===== config.mk =====
export PLATFORM = sky130hd
export DESIGN_NAME = spi_multi_master_flat
export DESIGN_NICKNAME = d
export VERILOG_FILES = /design/src/rtl/spi_multi_master_if.sv /design/src/rtl/spi_multi_master.sv /design/src/flat_wrapper.sv
export SDC_FILE = /design/constraint.sdc
export NUM_CORES = 1
export LEC_CHECK = 0
export ABC_AREA = 1
export CORE_ASPECT_RATIO = 1.2
export CORE_MARGIN = 4
export CORE_UTILIZATION = 53
export DETAILED_ROUTE_END_ITERATION = 12
export PLACE_DENSITY = 0.92
export SLEW_MARGIN = 40
export SYNTH_ARGS = -nofsm -noshare
export SYNTH_HDL_FRONTEND = slang
export SYNTH_SLANG_ARGS = --single-unit

===== constraint.sdc =====
create_clock -name clk -period 7.3 [get_ports clk]
set_clock_uncertainty 0.05 [all_clocks]
set_input_delay 1.46 -clock clk [delete_from_list [all_inputs] [get_ports clk]]
set_output_delay 1.46 -clock clk [all_outputs]
set_load 0.02 [all_outputs]

===== src/rtl/spi_multi_master_if.sv =====
// rtl/spi_multi_master_if.sv - request/data/pin bundle between command decoder, SPI master and board pins
interface spi_multi_master_if #(
    parameter int NCH = 3,
    parameter int DW  = 24,
    parameter int LW  = 5
);
    logic [NCH-1:0]    req;
    logic [NCH*LW-1:0] len;
    logic [NCH-1:0]    cpol;
    logic [NCH*DW-1:0] tx;
    logic [NCH-1:0]    miso;
    logic              sclk;
    logic              mosi;
    logic [NCH-1:0]    cs_n;
    logic [NCH-1:0]    ack;
    logic [DW-1:0]     rx;
    logic [NCH-1:0]    busy;

    modport master (
        input  req, len, cpol, tx, miso,
        output sclk, mosi, cs_n, ack, rx, busy
    );

    modport slave (
        output req, len, cpol, tx, miso,
        input  sclk, mosi, cs_n, ack, rx, busy
    );
endinterface


===== src/rtl/spi_multi_master.sv =====
// rtl/spi_multi_master.sv - round-robin SPI master sharing one SCLK/MOSI across NCH chip-selected channels
module spi_multi_master #(
    parameter int NCH      = 3,
    parameter int DW       = 24,
    parameter int LW       = 5,
    parameter int HALF_DIV = 2
) (
    input  logic               clk,
    input  logic               rst,
    spi_multi_master_if.master bus
);
    localparam int CW   = (NCH > 1) ? $clog2(NCH) : 1;
    localparam int DIVW = (HALF_DIV > 1) ? $clog2(HALF_DIV) : 1;

    typedef enum logic [2:0] {IDLE, GRANT, SETUP, SHIFT, HOLD, DONE} state_t;

    state_t          state, state_nx;
    logic [CW-1:0]   ch, ptr, gnt_ch;
    logic            gnt_found;
    int              arb_idx;
    logic [LW-1:0]   len_raw, len_sel, len_q;
    logic            cpol_q;
    logic [DW-1:0]   tx_q, rx_sh, rx_q;
    logic [DIVW-1:0] div_cnt;
    logic [LW:0]     hp_cnt;
    logic            sclk_q;
    logic            div_end, hp_last;
    logic [NCH-1:0]  cs_n_c, busy_c, ack_c;
    logic            mosi_c;

    assign div_end = (div_cnt == DIVW'(HALF_DIV - 1));
    assign hp_last = (hp_cnt == ({len_q, 1'b0} - (LW+1)'(1)));

    // Search starts one past the last served channel so a held request cannot starve others.
    always_comb begin
        gnt_found = 1'b0;
        gnt_ch    = '0;
        arb_idx   = 0;
        for (int k = 1; k <= NCH; k++) begin
            arb_idx = int'(ptr) + k;
            if (arb_idx >= NCH) arb_idx = arb_idx - NCH;
            if (!gnt_found && bus.req[arb_idx]) begin
                gnt_found = 1'b1;
                gnt_ch    = CW'(arb_idx);
            end
        end
    end

    always_comb begin
        len_raw = bus.len[int'(gnt_ch)*LW +: LW];
        len_sel = len_raw;
        if (len_raw == '0 || int'(len_raw) > DW) len_sel = LW'(DW);
    end

    always_comb begin
        state_nx = state;
        cs_n_c   = '1;
        busy_c   = '0;
        ack_c    = '0;
        mosi_c   = 1'b0;
        case (state)
            IDLE:  if (gnt_found) state_nx = GRANT;
            GRANT: begin
                busy_c[ch] = 1'b1;
                state_nx   = SETUP;
            end
            SETUP, SHIFT, HOLD: begin
                cs_n_c[ch] = 1'b0;
                busy_c[ch] = 1'b1;
                mosi_c     = tx_q[DW-1];
                if (div_end) begin
                    if (state == SETUP)     state_nx = SHIFT;
                    else if (state == HOLD) state_nx = DONE;
                    else if (hp_last)       state_nx = HOLD;
                end
            end
            DONE: begin
                ack_c[ch] = 1'b1;
                state_nx  = IDLE;
            end
            default: state_nx = IDLE;
        endcase
    end

    always_ff @(posedge clk) begin
        if (rst) begin
            state   <= IDLE;
            ptr     <= CW'(NCH - 1);
            ch      <= '0;
            len_q   <= '0;
            cpol_q  <= 1'b0;
            tx_q    <= '0;
            rx_sh   <= '0;
            rx_q    <= '0;
            div_cnt <= '0;
            hp_cnt  <= '0;
            sclk_q  <= 1'b0;
        end else begin
            state <= state_nx;
            case (state)
                IDLE: if (gnt_found) begin
                    ch     <= gnt_ch;
                    len_q  <= len_sel;
                    cpol_q <= bus.cpol[gnt_ch];
                    sclk_q <= bus.cpol[gnt_ch];
                    tx_q   <= bus.tx[int'(gnt_ch)*DW +: DW];
                    rx_sh  <= '0;
                end
                GRANT: div_cnt <= '0;
                SETUP: begin
                    if (div_end) begin
                        div_cnt <= '0;
                        hp_cnt  <= '0;
                        sclk_q  <= ~cpol_q;
                        rx_sh   <= {rx_sh[DW-2:0], bus.miso[ch]};
                    end else begin
                        div_cnt <= div_cnt + DIVW'(1);
                    end
                end
                SHIFT: begin
                    if (div_end) begin
                        div_cnt <= '0;
                        // The final half-period already sits at cpol, so no edge is made leaving SHIFT.
                        if (!hp_last) begin
                            hp_cnt <= hp_cnt + (LW+1)'(1);
                            sclk_q <= ~sclk_q;
                            if (hp_cnt[0]) rx_sh <= {rx_sh[DW-2:0], bus.miso[ch]};
                            else           tx_q  <= {tx_q[DW-2:0], 1'b0};
                        end
                    end else begin
                        div_cnt <= div_cnt + DIVW'(1);
                    end
                end
                HOLD: begin
                    if (div_end) begin
                        div_cnt <= '0;
                        rx_q    <= rx_sh;
                    end else begin
                        div_cnt <= div_cnt + DIVW'(1);
                    end
                end
                DONE: begin
                    ptr    <= ch;
                    sclk_q <= 1'b0;
                end
                default: ;
            endcase
        end
    end

    assign bus.sclk = sclk_q;
    assign bus.mosi = mosi_c;
    assign bus.cs_n = cs_n_c;
    assign bus.busy = busy_c;
    assign bus.ack  = ack_c;
    assign bus.rx   = rx_q;
endmodule


===== src/flat_wrapper.sv =====
// flat-port wrapper written by rule: the top's interface ports become plain ports
module spi_multi_master_flat 
#(
    parameter int NCH      = 3,
    parameter int DW       = 24,
    parameter int LW       = 5,
    parameter int HALF_DIV = 2
)
  (clk, rst, bus_req, bus_len, bus_cpol, bus_tx, bus_miso, bus_sclk, bus_mosi, bus_cs_n, bus_ack, bus_rx, bus_busy);
  spi_multi_master_if #(.NCH(NCH), .DW(DW), .LW(LW)) bus_i ();
  input  logic clk;
  input  logic rst;
  input wire logic [$bits(bus_i.req)-1:0] bus_req;
  input wire logic [$bits(bus_i.len)-1:0] bus_len;
  input wire logic [$bits(bus_i.cpol)-1:0] bus_cpol;
  input wire logic [$bits(bus_i.tx)-1:0] bus_tx;
  input wire logic [$bits(bus_i.miso)-1:0] bus_miso;
  output wire logic [$bits(bus_i.sclk)-1:0] bus_sclk;
  output wire logic [$bits(bus_i.mosi)-1:0] bus_mosi;
  output wire logic [$bits(bus_i.cs_n)-1:0] bus_cs_n;
  output wire logic [$bits(bus_i.ack)-1:0] bus_ack;
  output wire logic [$bits(bus_i.rx)-1:0] bus_rx;
  output wire logic [$bits(bus_i.busy)-1:0] bus_busy;
  assign bus_i.req = bus_req;
  assign bus_i.len = bus_len;
  assign bus_i.cpol = bus_cpol;
  assign bus_i.tx = bus_tx;
  assign bus_i.miso = bus_miso;
  assign bus_sclk = bus_i.sclk;
  assign bus_mosi = bus_i.mosi;
  assign bus_cs_n = bus_i.cs_n;
  assign bus_ack = bus_i.ack;
  assign bus_rx = bus_i.rx;
  assign bus_busy = bus_i.busy;
  spi_multi_master #(.NCH(NCH), .DW(DW), .LW(LW), .HALF_DIV(HALF_DIV)) u_core (.clk(clk), .rst(rst), .bus(bus_i));
endmodule

==> results of run 1 <==
[through the flow]
stage	power, mW	worst slack [ns]	std cells	area [µm²]	hold slack (ns)
2_1_floorplan	1.49	4.39	719	4980	0.391
3_3_place_gp	1.68	3.17	933	6260	0.384
3_5_place_dp	1.75	2.91	933	6260	0.389
4_1_cts	2.12	2.65	948	6470	0.403
5_1_grt	2.30	2.33	948	6470	0.425
6_report	2.14	2.59	948	6470	0.399
[layout make-up]
type,instances,area (µm²)
clock buffer,9,124
clock inverter,6,88.8
fill,727,2660
inverter,77,292
multi-input combinational,507,2610
sequential,93,1860
tap,120,150
timing repair buffer,136,1350
[final timing paths]
| path | slack (ns) | endpoint | depth (start not counted) | from |
|---|---|---|---|---|
| hold reg to reg | 0.40 | u_core.bus.rx[6]$_SDFFE_PP0P_ | 2 | u_core.bus.rx[6]$_SDFFE_PP0P_ |
| setup reg to reg | 3.65 | u_core.len_q[1]$_SDFFE_PP0P_ | 19 | u_core.ptr[0]$_SDFFE_PP0P_ |
| setup / recovery | 2.59 | bus_busy[2] | 10 | u_core.state[1]$_SDFFE_PP0P_ |
| hold / removal | 0.40 | u_core.bus.rx[6]$_SDFFE_PP0P_ | 2 | u_core.bus.rx[6]$_SDFFE_PP0P_ |
[logic make-up after synthesis]
family          after synthesis
fa+ha+maj                     6
buf+inv                     119
flops                        93
xor+xnor                      7
simple gates                263
compound gates              231
[flip-flops by register name (all words and copies together), names as in the netlist]
name and cells:
u_core.bus.rx 24, u_core.len_q 5, u_core.rx_sh 24, u_core.bus.sclk 1, u_core.hp_cnt 6, u_core.div_cnt 1, u_core.tx_q 24, u_core.ptr 2
u_core.ch 2, u_core.cpol_q 1, u_core.state 3
[per-layer routing]
| layer | up-vias | global-route usage | wire length, µm |
|---|---|---|---|
| met5 | - | 0 | 0 |
| li1 | 2600 | - | - |
| met1 | 2460 | 0.305 | 5660 |
| met3 | 34 | 0.0736 | 1590 |
| met4 | 0 | 0.103 | 374 |
| met2 | 261 | 0.470 | 7270 |
[synthesized netlist by cell type, drive strengths merged, types with 2 or more instances]
cell    instances  area share
nand2         139        0.12
xnor2           5      0.0088
o21ai          88       0.089
xor2            2      0.0035
buf            20       0.027
inv            76       0.058
a21oi         113        0.12
clkbuf         22       0.017
ha              6       0.015
nand4           4      0.0050
o211ai         25       0.040
nor3            5      0.0050
nor2           62       0.053
nand3          50       0.056
dfxtp          93        0.37
[power breakdown]
| group | switching [mW] | total [mW] | internal [mW] | leakage, nW |
|---|---|---|---|---|
| Sequential | 0.0627 | 0.652 | 0.589 | 0.756 |
| Combinational | 0.741 | 1.12 | 0.378 | 1.58 |
| Clock | 0.181 | 0.372 | 0.191 | 0.101 |
| Total | 0.985 | 2.14 | 1.16 | 2.44 |
[worst max-delay path: cells and delay by family (launching register included)]
kind / cells / cell delay (ns)
buffers and inverters: 5 / 1.80
AND/OR/NAND/NOR: 5 / 0.61
flip-flops: 1 / 0.40
==> flow_summary.json, run 1 <==
{
  "status": "completed",
  "fin_crit_sh": 0.645,
  "grt_usage": 0.268,
  "wl_per_cell_um": 15.7,
  "synth-simple-area-share": 0.242,
  "avgSynthCellArea_um2": 6.93,
  "max_freq_mhz": 212,
  "cp.arrival_ns": 3.20,
  "ys.flop_type": "dfxtp_1",
  "fin_crit_ns": 4.71,
  "drtPass1Iterations": 6,
  "gr-total-overflow": 0,
  "path_max_fanout": 30,
  "via_per_inst": 5.65,
  "synth_fa_ha_area_frac": 0.0151,
  "path_clk_slew_ns": 0.09,
  "synth-async-reset-ratio": 0,
  "worstSkewPairLatency_ns": 0.36,
  "ant_nets": 0,
  "hold_path.class": "flip-flop to flip-flop",
  "p_leak_nw": 2.44,
  "gp_congestion": 0.945,
  "numCtsBuffers": 9,
  "die_w_um": 96.5,
  "maxCapViolations": 0,
  "synth_cell_types": 41,
  "grt_pass1_vias": 5240,
  "drv_slew": 0,
  "crit_top_cell": "nand2_1",
  "drive_gt1_frac": 0.0725,
  "synth-seq-area-share": 0.374,
  "synth_edf_count": 0,
  "final_core_util": 0.709,
  "finalSetupTns_ns": 0,
  "port_buffers": 132,
  "die_area_mm2": 0.0110,
  "crit_path_top_delay_cell": "clkinv_1",
  "crit_type": "flip-flop to output port",
  "hpwl_mm": 10.4,
  "worstMarginPinSlew_ns": 0.755,
  "syn-instance-count": 719,
  "cts_setup_buffers": 0,
  "final_cell_mix": "clkdlybuf4s50_1 (131), nand2_1 (123), a21oi_1 (110), dfxtp_1 (93), o21ai_0 (74)",
  "n_antenna_cell": 0,
  "grt_pass1_wl_mm": 23.9,
  "cp-start-kind": "flip-flop",
  "core_mm2": 0.00913,
  "synth-compound-area-share": 0.254,
  "ios": 133,
  "cp-end-kind": "output port",
  "synth.ff_latch_count": 93,
  "synth.area.mux_share": 0,
  "cts_tree": "built",
  "fp-row-count": 38,
  "netlist_area_mm2": 0.00498,
  "setup_viol": 0,
  "cts_hold_buffers": 0,
  "syn-num-nets": 823,
  "antenna_found_initial": 0,
  "synth_top_family_by_area": "compound AO/OA/AOI/OAI gates",
  "rsz0062_at_grt": "no",
  "htreeDepth": 3,
  "cts_root_buf": "clkbuf_8",
  "crit_chain": "nand2_1 > nor2_2 > buf_4 > clkinv_1 > nand2_1 > nor2_1 > inv_1 > nand2_1 > inv_1 > clkdlybuf4s50_1",
  "fin_nets": 928,
  "drcViolationCount": 0,
  "drt_iter0_markers": 265,
  "start_util": 0.546,
  "vias": 5355,
  "cts_buffer_depth": 2,
  "wl_mm": 14.9,
  "cts_sinks": 93,
  "worst_ir_drop_vdd_uv": 217,
  "synth-xor-area-share": 0.0123,
  "die_y_um": 114,
  "grt_max_degree": 58,
  "post_cts_resized": 0,
  "slowest_delay_ns": 0.70,
  "max_slew_margin": 0.493,
  "hold_viol": 0,
  "final_common_cell": "clkdlybuf4s50_1",
  "synthToLayoutAreaGrowth_pct": 29.9,
  "power_density_mw_per_mm2": 331,
  "yosys_warnings": 0,
  "required_ns": 5.79
}
No activity file was read; power rests on OpenSTA's default activity.
==> inputs of run 2 (changes only) <==
CORE_UTILIZATION = 49   (was 53)
PLACE_DENSITY = 0.87   (was 0.92)
clock period = 4.5 ns   (was 7.3 ns; I/O delays follow)
==> run 2 against run 1 <==
  * Worst setup slack worse by 1.5 ns
  * Power is 70% higher
  * First-iteration DRC count increased by 1.5%
  * Final area up 2.3%
  * Global-route usage down 4.8 points
  * Critical path type unchanged
  * Largest cell class unchanged
  * Highest routed layer unchanged
==> flow_summary.json, run 2 (same netlist as run 1, synthesis figures left out) <==
{
  "power_density_mw_per_mm2": 551,
  "pwr-share-comb": 0.485,
  "ant_nets": 0,
  "p_leak_nw": 2.51,
  "grt_usage": 0.220,
  "final_cells": 958,
  "final_common_cell": "clkdlybuf4s50_1",
  "via_per_inst": 5.41,
  "seq_area_mm2": 0.00186,
  "fin_nets": 931,
  "cts_hold_buffers": 0,
  "final_cell_mix": "clkdlybuf4s50_1 (131), nand2_1 (123), a21oi_1 (110), dfxtp_1 (93), o21ai_0 (74)",
  "core_mm2": 0.00996,
  "hold_path.class": "flip-flop to flip-flop",
  "crit_type": "flip-flop to output port",
  "antenna_found_initial": 0,
  "worst_ir_drop_vdd_uv": 471,
  "gr-total-overflow": 0,
  "p_int_mw": 2.09,
  "finalSetupTns_ns": 0,
  "worstMarginPinSlew_ns": 0.733,
  "htreeDepth": 3,
  "cts_root_buf": "clkbuf_16",
  "fp-row-count": 40,
  "multi_input_area_mm2": 0.00261,
  "die_y_um": 118,
  "required_ns": 3.55,
  "drtPass1Iterations": 6,
  "synthToLayoutAreaGrowth_pct": 32.9,
  "grt_pass1_wl_mm": 21.9,
  "holdCritStartpoint": "u_core.bus.rx[13]$_SDFFE_PP0P_",
  "numCtsBuffers": 9,
  "fillCellCount": 855,
  "hold_viol": 0,
  "post_cts_resized": 0,
  "whs_ns": 0.395,
  "setup_viol": 0,
  "cp.arrival_ns": 2.43,
  "drv_slew": 0,
  "rr_startpoint": "u_core.ptr[0]$_SDFFE_PP0P_",
  "r2r_slack_ns": 1.27,
  "total_power_mw": 3.65,
  "cts_tree": "built",
  "final_area_mm2": 0.00662,
  "max_slew_margin": 0.509,
  "fin_crit_ns": 3.38,
  "hpwl_mm": 9.40,
  "critPathLaunch": "u_core.state[1]$_SDFFE_PP0P_",
  "placed_cell_area_mm2": 0.00629,
  "start_util": 0.500,
  "wl_mm": 13.4,
  "die_w_um": 100,
  "die_area_mm2": 0.0118,
  "r2r_cells": 17,
  "grt_pass1_vias": 4689,
  "path_max_fanout": 26,
  "n_antenna_cell": 0,
  "drive_gt1_frac": 0.0769,
  "min_to": "u_core.bus.rx[13]$_SDFFE_PP0P_",
  "switching_share": 0.426,
  "worstSkewPairLatency_ns": 0.34,
  "maxCapViolations": 0,
  "fin_crit_sh": 0.750,
  "ios": 133,
  "status": "completed",
  "preCtsSetupSlack_ns": 1.07,
  "vias": 5183,
  "max_freq_mhz": 296,
  "setup_slack_ns": 1.12,
  "p_seq_frac": 0.288,
  "clock_power_share": 0.227,
  "final_core_util": 0.665,
  "cts_setup_buffers": 0,
  "place_inst": 942,
  "cp-end-kind": "output port",
  "gp_congestion": 0.909,
  "cts_sinks": 93,
  "holdPathStages": 2,
  "path_clk_slew_ns": 0.06,
  "drcViolationCount": 0,
  "rsz0062_at_grt": "no",
  "grt_max_degree": 57,
  "cp-start-kind": "flip-flop",
  "r2r_end": "u_core.bus.sclk$_SDFFE_PP0P_",
  "cts_buffer_depth": 2,
  "drt_iter0_markers": 269,
  "p_sw_mw": 1.56,
  "wl_per_cell_um": 14.0,
  "port_buffers": 132
}
==> run 2: area by class of cell <==
class / count / share of cell area
multi-input combinational: 507 / 0.394
sequential: 93 / 0.281
clock inverter: 6 / 0.0142
tap: 126 / 0.0238
clock buffer: 10 / 0.0361
inverter: 77 / 0.0440
timing repair buffer: 139 / 0.207
==> run 2: power groups by stage <==
stage	Combinational, mW	Sequential [mW]	Clock (mW)
after floorplan	1.35	1.06	0
after global placement	1.73	1.06	0
after detailed placement	1.75	1.07	0
after CTS	1.77	1.05	0.841
after global routing	1.98	1.06	0.873
final	1.77	1.05	0.828
==> run 2: worst max-delay path by stage <==
stage	endpoint	slack (ns)	cells after the start
finish	bus_busy[2]	1.12	10
global route	bus_busy[2]	0.91	10
CTS	bus_busy[2]	1.13	10
detailed placement	u_core.len_q[1]$_SDFFE_PP0P_	1.07	18
global placement	u_core.len_q[2]$_SDFFE_PP0P_	1.12	18
floorplan	u_core.len_q[2]$_SDFFE_PP0P_	2.10	21
==> run 2: critical path, cell delays in order, from the launching register on <==
cell and delay [ns]:
dfxtp_1 0.39, inv_1 0.07, nor2_1 0.09, buf_4 0.29, nand2_1 0.17, o21ai_0 0.14
nor2_1 0.10, inv_1 0.12, nand2_1 0.07, inv_1 0.05, clkdlybuf4s50_1 0.60
==> run 2: metal layers <==
layer | up-vias | wire length, µm | global-route usage | part of all wire
met4 | 0 | 218 | 0.0691 | 0.016
met3 | 19 | 1290 | 0.0584 | 0.096
met1 | 2351 | 5800 | 0.286 | 0.43
met5 | - | 0 | 0 | 0
li1 | 2610 | - | - | -
met2 | 203 | 6090 | 0.355 | 0.45
==> inputs of run 3 (changes only) <==
CORE_UTILIZATION = 44   (was 49)
PLACE_DENSITY = 0.83   (was 0.87)
clock period = 3.05 ns   (was 4.5 ns; I/O delays follow)
==> run 3 against run 2 <==
  * Wire length shrank 1.8%
  * Clock-buffer cell count is the same
  * Worst setup slack lost 0.88 ns
  * Core utilization fell by 6.1 points
  * First-iteration DRC count stayed put
  * Sequential power grew 48%
  * Non-clock buffer count increased by 6
  * Highest routed layer unchanged
  * Cell count rose by 1.3%
  * Die area grew 11%
  * Largest cell class unchanged
  * Via count fell by 0.60%
  * Sequential cell count unchanged
  * Final area increased by 0.72%
==> flow_summary.json, run 3 (same netlist as run 1, synthesis figures left out) <==
{
  "drtPass1Iterations": 5,
  "cts_setup_buffers": 0,
  "antenna_found_initial": 0,
  "rsz0062_at_grt": "no",
  "holdPathStages": 2,
  "fp-row-count": 42,
  "grt_max_degree": 57,
  "start_util": 0.451,
  "setup_viol": 0,
  "n_antenna_cell": 0,
  "port_buffers": 132,
  "cp.arrival_ns": 2.14,
  "gr-total-overflow": 0,
  "post_cts_resized": 0,
  "cts_buffer_depth": 2,
  "required_ns": 2.39,
  "cp-start-kind": "flip-flop",
  "final_common_cell": "clkdlybuf4s50_1",
  "ant_nets": 0,
  "core_mm2": 0.0110,
  "r2r_cells": 15,
  "fin_crit_sh": 0.919,
  "hold_viol": 0,
  "final_cell_mix": "clkdlybuf4s50_1 (131), nand2_1 (123), a21oi_1 (110), dfxtp_1 (93), o21ai_0 (74)",
  "r2r_end": "u_core.tx_q[11]$_SDFFE_PP0P_",
  "cts_sinks": 93,
  "vias": 5152,
  "grt_pass1_wl_mm": 22.5,
  "r2r_slack_ns": 0.31,
  "fin_nets": 937,
  "synthToLayoutAreaGrowth_pct": 33.9,
  "status": "completed",
  "drv_slew": 0,
  "cp-end-kind": "output port",
  "maxCapViolations": 0,
  "wl_mm": 13.2,
  "max_freq_mhz": 357,
  "via_per_inst": 5.31,
  "drcViolationCount": 0,
  "rr_startpoint": "u_core.ptr[0]$_SDFFE_PP0P_",
  "drt_iter0_markers": 269,
  "cts_hold_buffers": 0,
  "cp-endpoint": "bus_busy[0]",
  "worst_ir_drop_vdd_uv": 551,
  "crit_type": "flip-flop to output port",
  "whs_ns": 0.393,
  "max_slew_margin": 0.602,
  "worstSkewPairLatency_ns": 0.33,
  "htreeDepth": 3,
  "die_w_um": 105,
  "gp_congestion": 0.862,
  "fin_crit_ns": 2.80,
  "hold_path.class": "flip-flop to flip-flop",
  "path_clk_slew_ns": 0.07,
  "cts_tree": "built",
  "finalSetupTns_ns": 0,
  "final_area_mm2": 0.00667,
  "wl_per_cell_um": 13.6,
  "path_max_fanout": 5,
  "placed_cell_area_mm2": 0.00634,
  "worstMarginPinSlew_ns": 0.598,
  "die_area_mm2": 0.0131,
  "grt_usage": 0.203,
  "die_y_um": 125,
  "drive_gt1_frac": 0.0835,
  "hpwl_mm": 9.43,
  "p_leak_nw": 2.53,
  "cts_root_buf": "clkbuf_16",
  "critPathLaunch": "u_core.state[1]$_SDFFE_PP0P_",
  "ios": 133,
  "numCtsBuffers": 9,
  "power_density_mw_per_mm2": 812,
  "grt_pass1_vias": 4916
}
-- run 3: cell count changes in the layout (fill, tap and decap cells not counted), sizes merged --
cell,before,now
buf,8,14
clkinv,3,2
inv,77,78
-- run 3: through the flow --
stage | setup WS, ns | std cells | total power, mW | util
detailed placement | 0.145 | 954 | 4.21 | 0.574
CTS | 0.156 | 970 | 5.44 | 0.604
finish | 0.246 | 970 | 5.41 | 0.604
floorplan | 0.652 | 719 | 3.56 | -
global route | 0.0380 | 970 | 5.86 | 0.604
global placement | 0.199 | 954 | 4.17 | 0.574
-- run 3: final cells by class --
type / count / area [µm²]
Clock buffer: 10 / 229
Clock inverter: 6 / 93.8
Fill cell: 1001 / 4370
Inverter: 77 / 292
Multi-Input combinational cell: 507 / 2610
Sequential cell: 93 / 1860
Tap cell: 132 / 165
Timing Repair Buffer: 145 / 1410
-- run 3: per-layer routing --
layer / global-route usage / wire length, µm / vias up
met5: 0 / 0 / -
met3: 0.0664 / 1130 / 9
met2: 0.341 / 6050 / 205
met4: 0.0432 / 105 / 0
met1: 0.254 / 5880 / 2315
li1: - / - / 2623
-- run 3: how the worst min path moves through the flow --
stage	slack, ns	to	from
after global routing	0.42	u_core.bus.rx[7]$_SDFFE_PP0P_	u_core.bus.rx[7]$_SDFFE_PP0P_
after global placement	0.38	u_core.bus.rx[14]$_SDFFE_PP0P_	u_core.bus.rx[14]$_SDFFE_PP0P_
final	0.39	u_core.bus.rx[3]$_SDFFE_PP0P_	u_core.bus.rx[3]$_SDFFE_PP0P_
after detailed placement	0.39	u_core.bus.rx[13]$_SDFFE_PP0P_	u_core.bus.rx[13]$_SDFFE_PP0P_
after floorplan	0.39	u_core.tx_q[23]$_SDFFE_PP0P_	u_core.tx_q[23]$_SDFFE_PP0P_
after CTS	0.40	u_core.bus.rx[3]$_SDFFE_PP0P_	u_core.bus.rx[3]$_SDFFE_PP0P_
-- run 3: worst max-delay path, cell delays in order (launching register included) --
cell and delay (ns):
dfxtp_1 0.39, inv_1 0.08, nor2_2 0.14, nand2_1 0.14, o21ai_0 0.13, nor2_1 0.09, inv_1 0.12, nand2_1 0.08
inv_1 0.05, clkdlybuf4s50_1 0.59
-- run 3: report_power, final --
| part | internal, mW | switching (mW) |
|---|---|---|
| Combinational | 0.970 | 1.69 |
| Sequential | 1.41 | 0.138 |
| Clock | 0.726 | 0.474 |
